<file path="config.mk">
export PLATFORM = sky130hd
export DESIGN_NAME = data_ram_responder
export DESIGN_NICKNAME = d
export VERILOG_FILES = /design/src/rtl/data_ram_responder.sv
export SDC_FILE = /design/constraint.sdc
export NUM_CORES = 1
export LEC_CHECK = 0
export BUFFER_PORTS_ARGS = -buffer_cell sky130_fd_sc_hd__clkbuf_2
export CAP_MARGIN = 20
export CORE_MARGIN = 4
export CORE_UTILIZATION = 30
export CTS_CLUSTER_SIZE = 16
export DETAILED_ROUTE_END_ITERATION = 16
export GPL_ROUTABILITY_DRIVEN = 0
export HOLD_SLACK_MARGIN = 0.15
export PLACE_DENSITY = 0.64
export SYNTH_ARGS = -nofsm -noshare
export SYNTH_HDL_FRONTEND = slang
export SYNTH_SLANG_ARGS = --single-unit
</file>
<file path="constraint.sdc">
create_clock -name clk -period 2.6 [get_ports clk]
set_input_delay 0.26 -clock clk [delete_from_list [all_inputs] [get_ports clk]]
set_output_delay 0.26 -clock clk [all_outputs]
set_load 0.03 [all_outputs]
</file>
<file path="src/rtl/data_ram_responder.sv">
// Data-side SRAM responder for the RV32I execute stage: byte-enabled stores, right-aligned loads, stall control.
// Define DATA_RAM_SPLIT_EN to split misaligned accesses into two SRAM accesses; otherwise they raise misaligned_err.
module data_ram_responder #(
    parameter int ADDR_WIDTH = 12
) (
    input  logic                  clk,
    input  logic                  rst,
    input  logic                  ram_load_en,
    input  logic                  ram_store_en,
    input  logic [31:0]           ram_load_addr,
    input  logic [31:0]           ram_store_addr,
    input  logic [31:0]           ram_store_data,
    input  logic [1:0]            ram_load_width,
    input  logic [1:0]            ram_store_width,
    output logic [31:0]           ram_load_data,
    output logic                  stall_req,
    output logic                  misaligned_err,
    output logic                  sram_en,
    output logic                  sram_we,
    output logic [ADDR_WIDTH-1:0] sram_addr,
    output logic [3:0]            sram_be,
    output logic [31:0]           sram_wdata,
    input  logic [31:0]           sram_rdata
);

`ifdef DATA_RAM_SPLIT_EN
    typedef enum logic [2:0] {
        IDLE    = 3'd0,
        LD_DATA = 3'd1,
        LD_HI   = 3'd2,
        LD_JOIN = 3'd3,
        ST_HI   = 3'd4
    } state_e;
`else
    typedef enum logic [2:0] {
        IDLE    = 3'd0,
        LD_DATA = 3'd1
    } state_e;
`endif

    state_e                  state_q, state_d;
    logic [1:0]              offset_q, offset_d;
    logic [31:0]             load_data_q, load_data_d;

    logic [1:0]              ld_off, st_off;
    logic [ADDR_WIDTH-1:0]   ld_word, st_word;
    logic                    ld_mis, st_mis;
    logic [7:0]              st_be8;
    logic [63:0]             st_wdata64;
    logic [31:0]             rd_shift;
    logic [31:0]             done_data;
    logic                    unused_bits;

    function automatic logic [3:0] width_mask(input logic [1:0] w);
        case (w)
            2'b00:   return 4'b0001;
            2'b01:   return 4'b0011;
            default: return 4'b1111;
        endcase
    endfunction

    // An access is misaligned only when its bytes would cross into the next word.
    function automatic logic misaligned(input logic [1:0] w, input logic [1:0] off);
        if (w == 2'b01)
            return off == 2'b11;
        return w[1] && (off != 2'b00);
    endfunction

    assign ld_off     = ram_load_addr[1:0];
    assign st_off     = ram_store_addr[1:0];
    assign ld_word    = ram_load_addr[ADDR_WIDTH+1:2];
    assign st_word    = ram_store_addr[ADDR_WIDTH+1:2];
    assign ld_mis     = misaligned(ram_load_width, ld_off);
    assign st_mis     = misaligned(ram_store_width, st_off);
    assign st_be8     = {4'b0000, width_mask(ram_store_width)} << st_off;
    assign st_wdata64 = {32'd0, ram_store_data} << {st_off, 3'b000};
    assign rd_shift   = sram_rdata >> {offset_q, 3'b000};

`ifdef DATA_RAM_SPLIT_EN
    logic [31:0] lo_q, lo_d;
    logic [31:0] join_lo;

    assign join_lo     = 32'({sram_rdata, lo_q} >> {offset_q, 3'b000});
    assign done_data   = (state_q == LD_JOIN) ? join_lo : rd_shift;
    assign unused_bits = ^{ram_load_addr[31:ADDR_WIDTH+2], ram_store_addr[31:ADDR_WIDTH+2]};
`else
    assign done_data   = rd_shift;
    assign unused_bits = ^{ram_load_addr[31:ADDR_WIDTH+2], ram_store_addr[31:ADDR_WIDTH+2],
                           st_be8[7:4], st_wdata64[63:32]};
`endif

    always_ff @(posedge clk or posedge rst) begin
        if (rst) begin
            state_q     <= IDLE;
            offset_q    <= 2'b00;
            load_data_q <= 32'd0;
`ifdef DATA_RAM_SPLIT_EN
            lo_q        <= 32'd0;
`endif
        end else begin
            state_q     <= state_d;
            offset_q    <= offset_d;
            load_data_q <= load_data_d;
`ifdef DATA_RAM_SPLIT_EN
            lo_q        <= lo_d;
`endif
        end
    end

    always_comb begin
        state_d        = state_q;
        offset_d       = offset_q;
        load_data_d    = load_data_q;
`ifdef DATA_RAM_SPLIT_EN
        lo_d           = lo_q;
`endif
        ram_load_data  = load_data_q;
        stall_req      = 1'b0;
        misaligned_err = 1'b0;
        sram_en        = 1'b0;
        sram_we        = 1'b0;
        sram_addr      = '0;
        sram_be        = 4'b0000;
        sram_wdata     = 32'd0;

        case (state_q)
            IDLE: begin
                if (ram_load_en) begin
                    if (ld_mis) begin
`ifdef DATA_RAM_SPLIT_EN
                        sram_en   = 1'b1;
                        sram_addr = ld_word;
                        stall_req = 1'b1;
                        offset_d  = ld_off;
                        state_d   = LD_HI;
`else
                        misaligned_err = 1'b1;
                        ram_load_data  = 32'd0;
                        load_data_d    = 32'd0;
`endif
                    end else begin
                        sram_en   = 1'b1;
                        sram_addr = ld_word;
                        stall_req = 1'b1;
                        offset_d  = ld_off;
                        state_d   = LD_DATA;
                    end
                end else if (ram_store_en) begin
                    if (st_mis) begin
`ifdef DATA_RAM_SPLIT_EN
                        sram_en    = 1'b1;
                        sram_we    = 1'b1;
                        sram_addr  = st_word;
                        sram_be    = st_be8[3:0];
                        sram_wdata = st_wdata64[31:0];
                        stall_req  = 1'b1;
                        state_d    = ST_HI;
`else
                        misaligned_err = 1'b1;
                        ram_load_data  = 32'd0;
                        load_data_d    = 32'd0;
`endif
                    end else begin
                        sram_en    = 1'b1;
                        sram_we    = 1'b1;
                        sram_addr  = st_word;
                        sram_be    = st_be8[3:0];
                        sram_wdata = st_wdata64[31:0];
                    end
                end
            end
`ifdef DATA_RAM_SPLIT_EN
            LD_DATA, LD_JOIN: begin
`else
            LD_DATA: begin
`endif
                ram_load_data = done_data;
                load_data_d   = done_data;
                state_d       = IDLE;
                // A store held alongside the load goes out here; only a single-word store fits this slot.
                if (ram_store_en) begin
                    if (!st_mis) begin
                        sram_en    = 1'b1;
                        sram_we    = 1'b1;
                        sram_addr  = st_word;
                        sram_be    = st_be8[3:0];
                        sram_wdata = st_wdata64[31:0];
                    end
`ifndef DATA_RAM_SPLIT_EN
                    else begin
                        misaligned_err = 1'b1;
                    end
`endif
                end
            end
`ifdef DATA_RAM_SPLIT_EN
            LD_HI: begin
                lo_d      = sram_rdata;
                sram_en   = 1'b1;
                sram_addr = ld_word + ADDR_WIDTH'(1);
                stall_req = 1'b1;
                state_d   = LD_JOIN;
            end
            ST_HI: begin
                sram_en    = 1'b1;
                sram_we    = 1'b1;
                sram_addr  = st_word + ADDR_WIDTH'(1);
                sram_be    = st_be8[7:4];
                sram_wdata = st_wdata64[63:32];
                state_d    = IDLE;
            end
`endif
            default: state_d = IDLE;
        endcase

        // Reset must silence the strobes immediately, not just at the next edge.
        if (rst) begin
            ram_load_data  = 32'd0;
            stall_req      = 1'b0;
            misaligned_err = 1'b0;
            sram_en        = 1'b0;
            sram_we        = 1'b0;
            sram_addr      = '0;
            sram_be        = 4'b0000;
            sram_wdata     = 32'd0;
        end
    end

endmodule

</file>
* After elaboration in Yosys (flattened, before gate mapping)
Cells that the tools add are included.
** Operators by class
- Shift-type cells :: 3
- Equal/unequal tests :: 7
- Reductions and logical operators :: 8
- Muxes and demuxes :: 50
- Bitwise operators :: 1
** Operator list (number)
- $mux 32 :: 9
- $pmux 32 s2 :: 2
- $mux 12 :: 5
- $shl 32x5->32 :: 1
- $shr 32x5->32 :: 1
- $pmux 12 s2 :: 1
- $mux 1 :: 21
- $mux 4 :: 4
- $pmux 4 s2 :: 2
- $mux 3 :: 3
- $pmux 1 s2 :: 3
- $eq 2x1->1 const B :: 2
- $eq 2x2->1 const B :: 2
- $ne 2x2->1 const B :: 2
- $reduce_bool 2->1 :: 2
- $shl 4x2->4 :: 1
- $eq 3x1->1 const B :: 1
- $logic_not 3->1 :: 1
- $reduce_and 3->1 :: 1
- $logic_and 1x1->1 :: 2
- $logic_not 2->1 :: 1
- $reduce_and 2->1 :: 1
- $not 1->1 :: 1
** Word-level totals
- Input bits :: 136
- Word-level logic and storage cells :: 72
- Output and inout port bits :: 84
- Bits in registers :: 37

* Depth between registers and ports, before layout
- Depth after elaboration :: 8
- Depth in mapped cells :: 8
- Gate-level depth less buffers :: 5

* Least setup slack after synthesis
OpenSTA, ideal clock, no wires.
- Kind :: input port to output port
- From :: in rst
- To :: out ram_load_data[16]
- Setup slack :: 0.017 ns
- Arrival :: 2.323 ns
- Required time :: 2.340 ns
- Stages :: 5
- Path through :: inv_2 > clkbuf_1 > nand2b_1 > clkbuf_1 > o2bb2ai_1
** On the way
- Word-level cells in the longest chain between the ends :: 1
** RTL lines
- start, declared :: RTL line 7 : input logic rst,
- $mux 32 :: RTL line 217 : if (rst) begin
- end, declared :: RTL line 15 : output logic [31:0] ram_load_data,
No other way between the ends.

* Final worst setup path
- From :: reg offset_q[1]
- To :: out ram_load_data[23]
** On the way
- Word-level cells in the longest chain between the ends :: 3
** RTL lines
- start, declared :: RTL line 42 : logic [1:0] offset_q, offset_d;
- start signal, assigned :: RTL line 102 : offset_q <= offset_d;
- $shr 32x5->32 :: RTL line 77 : assign rd_shift = sram_rdata >> {offset_q, 3'b000};
- $pmux 32 s2
- $mux 32 :: RTL line 217
No other way between the ends.

==> impl_results.md <==
- Most common cell after layout, fill and taps aside: clkbuf_2
- CTS tree: yes
- Fin Clk Skew: 0.00313 ns
- Final worst slack: 0.212 ns
- Leak pwr: 2.15 nW
- Fill count: 1021
- Sequential power share: 35.4%
- IO Port Bufs: 183
- Global-route wire length before repair: 17400 µm
- Pins over their slew limit: 0
- Critical path class: flop to primary output
- Worst Max-Slew Pin Slew: 0.642 ns
- Routed wl met2: 5950 µm
- Final period util: 91.9%
- Sw power: 0.000745 W
- Worst skew pair latency: 0.29 ns
- Post-DP HPWL: 9070 µm
- Count of final hold-check violations: 0
- Max-Cap Viols: 0
- # hold bufs at CTS: 0
- Die area: 11600 µm²
- Synthesized instance count: 346
- Run status: finished, final reports clean
- CP required: 2.34 ns
- Maximum fanout along the worst path: 29
- Num rows: 36
- Synthesis-to-layout area growth: 37.3%
- Initial core utilization: 30.7%
- Setup TNS: 0 ns
- Vias after detailed routing: 3448
- WL per Instance: 17.8 µm
- CTS HTree Levels: 2
- Syn Nets: 482
- Fin nets: 652
- DR iter-0 viols: 202
- CTS max path bufs: 2
- Met3 wire length: 894 µm
- CP arrival: 2.13 ns
- Fmax: 419 MHz
- Largest net degree at the start of global routing: 44
- Int Power: 0.00115 W
- Fin crit period: 2.39 ns
- Sequential area share after synthesis: 29.3%
- Dpl ws: 0.273 ns
- Yosys reg bits: 35
- Initial antenna violation count: 1
- Logic gate share of total power: 43.2%
- Cell Pwr Density: 462 nW/µm²
- Clk pwr share: 21.4%
- Total gr overflow: 0
- Inserted Clock Buffers: 5
- RSZ-0062 raised after global routing: no
- Clk sinks: 35
- DRT Pass-1 Iters: 4
- Synthesized area: 2990 µm²
- Hold_ws: 0.191 ns
- Yosys warns: 0
- Switching Fraction: 39.3%
- Gr usage total: 18.8%
- Die width: 108 µm
- CP Capture Type: primary output
- Num ports: 220
- Setup-failing EPs final: 0
- Most frequent cells in the layout: clkbuf_2 (183), mux2i_1 (42), dfrtp_1 (35)
- Vias in the first global route: 3390
- Netlist cell types: 37
- Mean Syn Cell Area: 8.64 µm²
- Reg clk slew, reported paths: 0.07 ns
- Met1 Wirelength: 4530 µm
- Tot Pwr: 0.00189 W
- Total wire length: 11600 µm
- Max-Slew Margin vs Limit: 57.1%
- Die Y: 108 µm
- DR top layer: met4
- Max VDD drop: 0.386 mV
- CTS root buf: clkbuf_8
- Core ar.: 9730 µm²
- Antenna Nets Post-Route: 0
- Share of cells above drive strength 1: 41.5%
- Crit start category: flop
- Vias/cell: 5.30
- Drt drc: 0
- Worst Hold Class: primary input to async pin
-- flip-flops by register name, indices dropped and copies added (netlist names) --
register	cells
load_data_q	32
offset_q	2
state_q	1
-- power by group through the flow --
stage | logic [W] | registers (W) | clock network (W)
detailed placement | 0.000812 | 0.000681 | 0
CTS | 0.000816 | 0.000670 | 0.000408
finish | 0.000818 | 0.000670 | 0.000406
global route | 0.000883 | 0.000681 | 0.000435
floorplan | 0.000558 | 0.000668 | 0
global placement | 0.000797 | 0.000676 | 0
-- layout make-up --
class,instances,area [µm²],share of cell area (%)
multi-input cells,268,1910,46.5
repair buffers,196,1030,25.0
flip-flops and latches,35,876,21.3
well taps,133,166,4.05
clock buffers,6,82.6,2.01
inverters,10,37.5,0.914
clock inverters,1,5.00,0.122
diodes,1,2.50,0.0610
-- worst max-delay path: stages, from the launching register on --
cell,delay (ns)
dfrtp_1,0.40
buf_12,0.18
nand2b_1,0.33
nand2b_1,0.39
o2bb2ai_1,0.29
clkbuf_2,0.25
-- cells in the mapped netlist --
master | instances | share of area, %
mux2i_1 | 42 | 14
a31oi_1 | 8 | 1.7
a21oi_2 | 1 | 0.29
inv_1 | 7 | 0.88
buf_4 | 4 | 1.0
nand2_1 | 18 | 2.3
a211o_1 | 1 | 0.29
nand4_1 | 1 | 0.21
buf_2 | 14 | 2.3
a221o_1 | 9 | 3.0
nand2b_1 | 4 | 0.84
o22ai_1 | 8 | 1.7
nand3b_1 | 1 | 0.25
nor3_1 | 5 | 0.84
nor3_2 | 1 | 0.33
a211oi_2 | 1 | 0.42
o21a_1 | 1 | 0.25
and2_1 | 23 | 4.8
and2_0 | 2 | 0.42
o21ai_0 | 3 | 0.50
a211oi_1 | 15 | 3.8
o2bb2ai_1 | 16 | 4.7
nand3b_4 | 1 | 0.67
a21oi_1 | 8 | 1.3
buf_6 | 3 | 1.1
nand3_1 | 18 | 3.0
nor2_1 | 31 | 3.9
o211ai_1 | 1 | 0.25
a22o_1 | 28 | 8.2
xnor2_1 | 1 | 0.29
nor2b_1 | 12 | 2.5
dfrtp_1 | 35 | 29
clkbuf_1 | 9 | 1.1
nand3_2 | 1 | 0.33
inv_2 | 3 | 0.38
buf_1 | 3 | 0.38
o32a_1 | 7 | 2.3
-- kinds of logic after synthesis --
family                 synth area share (%)
AO/OA/AOI/OAI                          28.7
AND/OR/NAND/NOR                        20.4
buffers and inverters                  7.24
XOR/XNOR                              0.293
multiplexers                           14.1
flip-flops                             29.3
-- timing repair --
| action | in CTS | in global routing |
|---|---|---|
| setup endpoints to repair | 12 | 10 |
| resized for setup | 1 | 3 |
| buffers inserted | 0 | 0 |
| pin swaps | 0 | 0 |
| endpoints found under the hold margin | 0 | 0 |
-- path summary, 6_finish.rpt --
path	depth (start not counted)	slack [ns]	from	endpoint
min in group clk	3	0.22	ram_load_addr[0]	offset_q[0]
max in group asynchronous	3	2.06	rst	load_data_q[6]
max	5	0.21	offset_q[1]	ram_load_data[23]
min	3	0.19	rst	load_data_q[4]
min reg2reg	1	0.49	load_data_q[16]	load_data_q[16]
max reg2reg	5	0.97	state_q[0]	load_data_q[25]
-- metal layers --
| layer | track usage, % | up-vias |
|---|---|---|
| met5 | 0 | - |
| met4 | 3.79 | 0 |
| met3 | 3.48 | 12 |
| met2 | 35.1 | 163 |
| met1 | 22.2 | 1638 |
| li1 | - | 1635 |
-- per-stage QoR --
step	std cells	area [µm²]	utilization, %
2_1_floorplan	346	2990	-
3_3_place_gp	642	4000	41.1
3_5_place_dp	642	4000	41.1
4_1_cts	649	4090	42.1
5_1_grt	650	4110	42.2
6_report	650	4110	42.2
(Power assumes the default switching activity.)
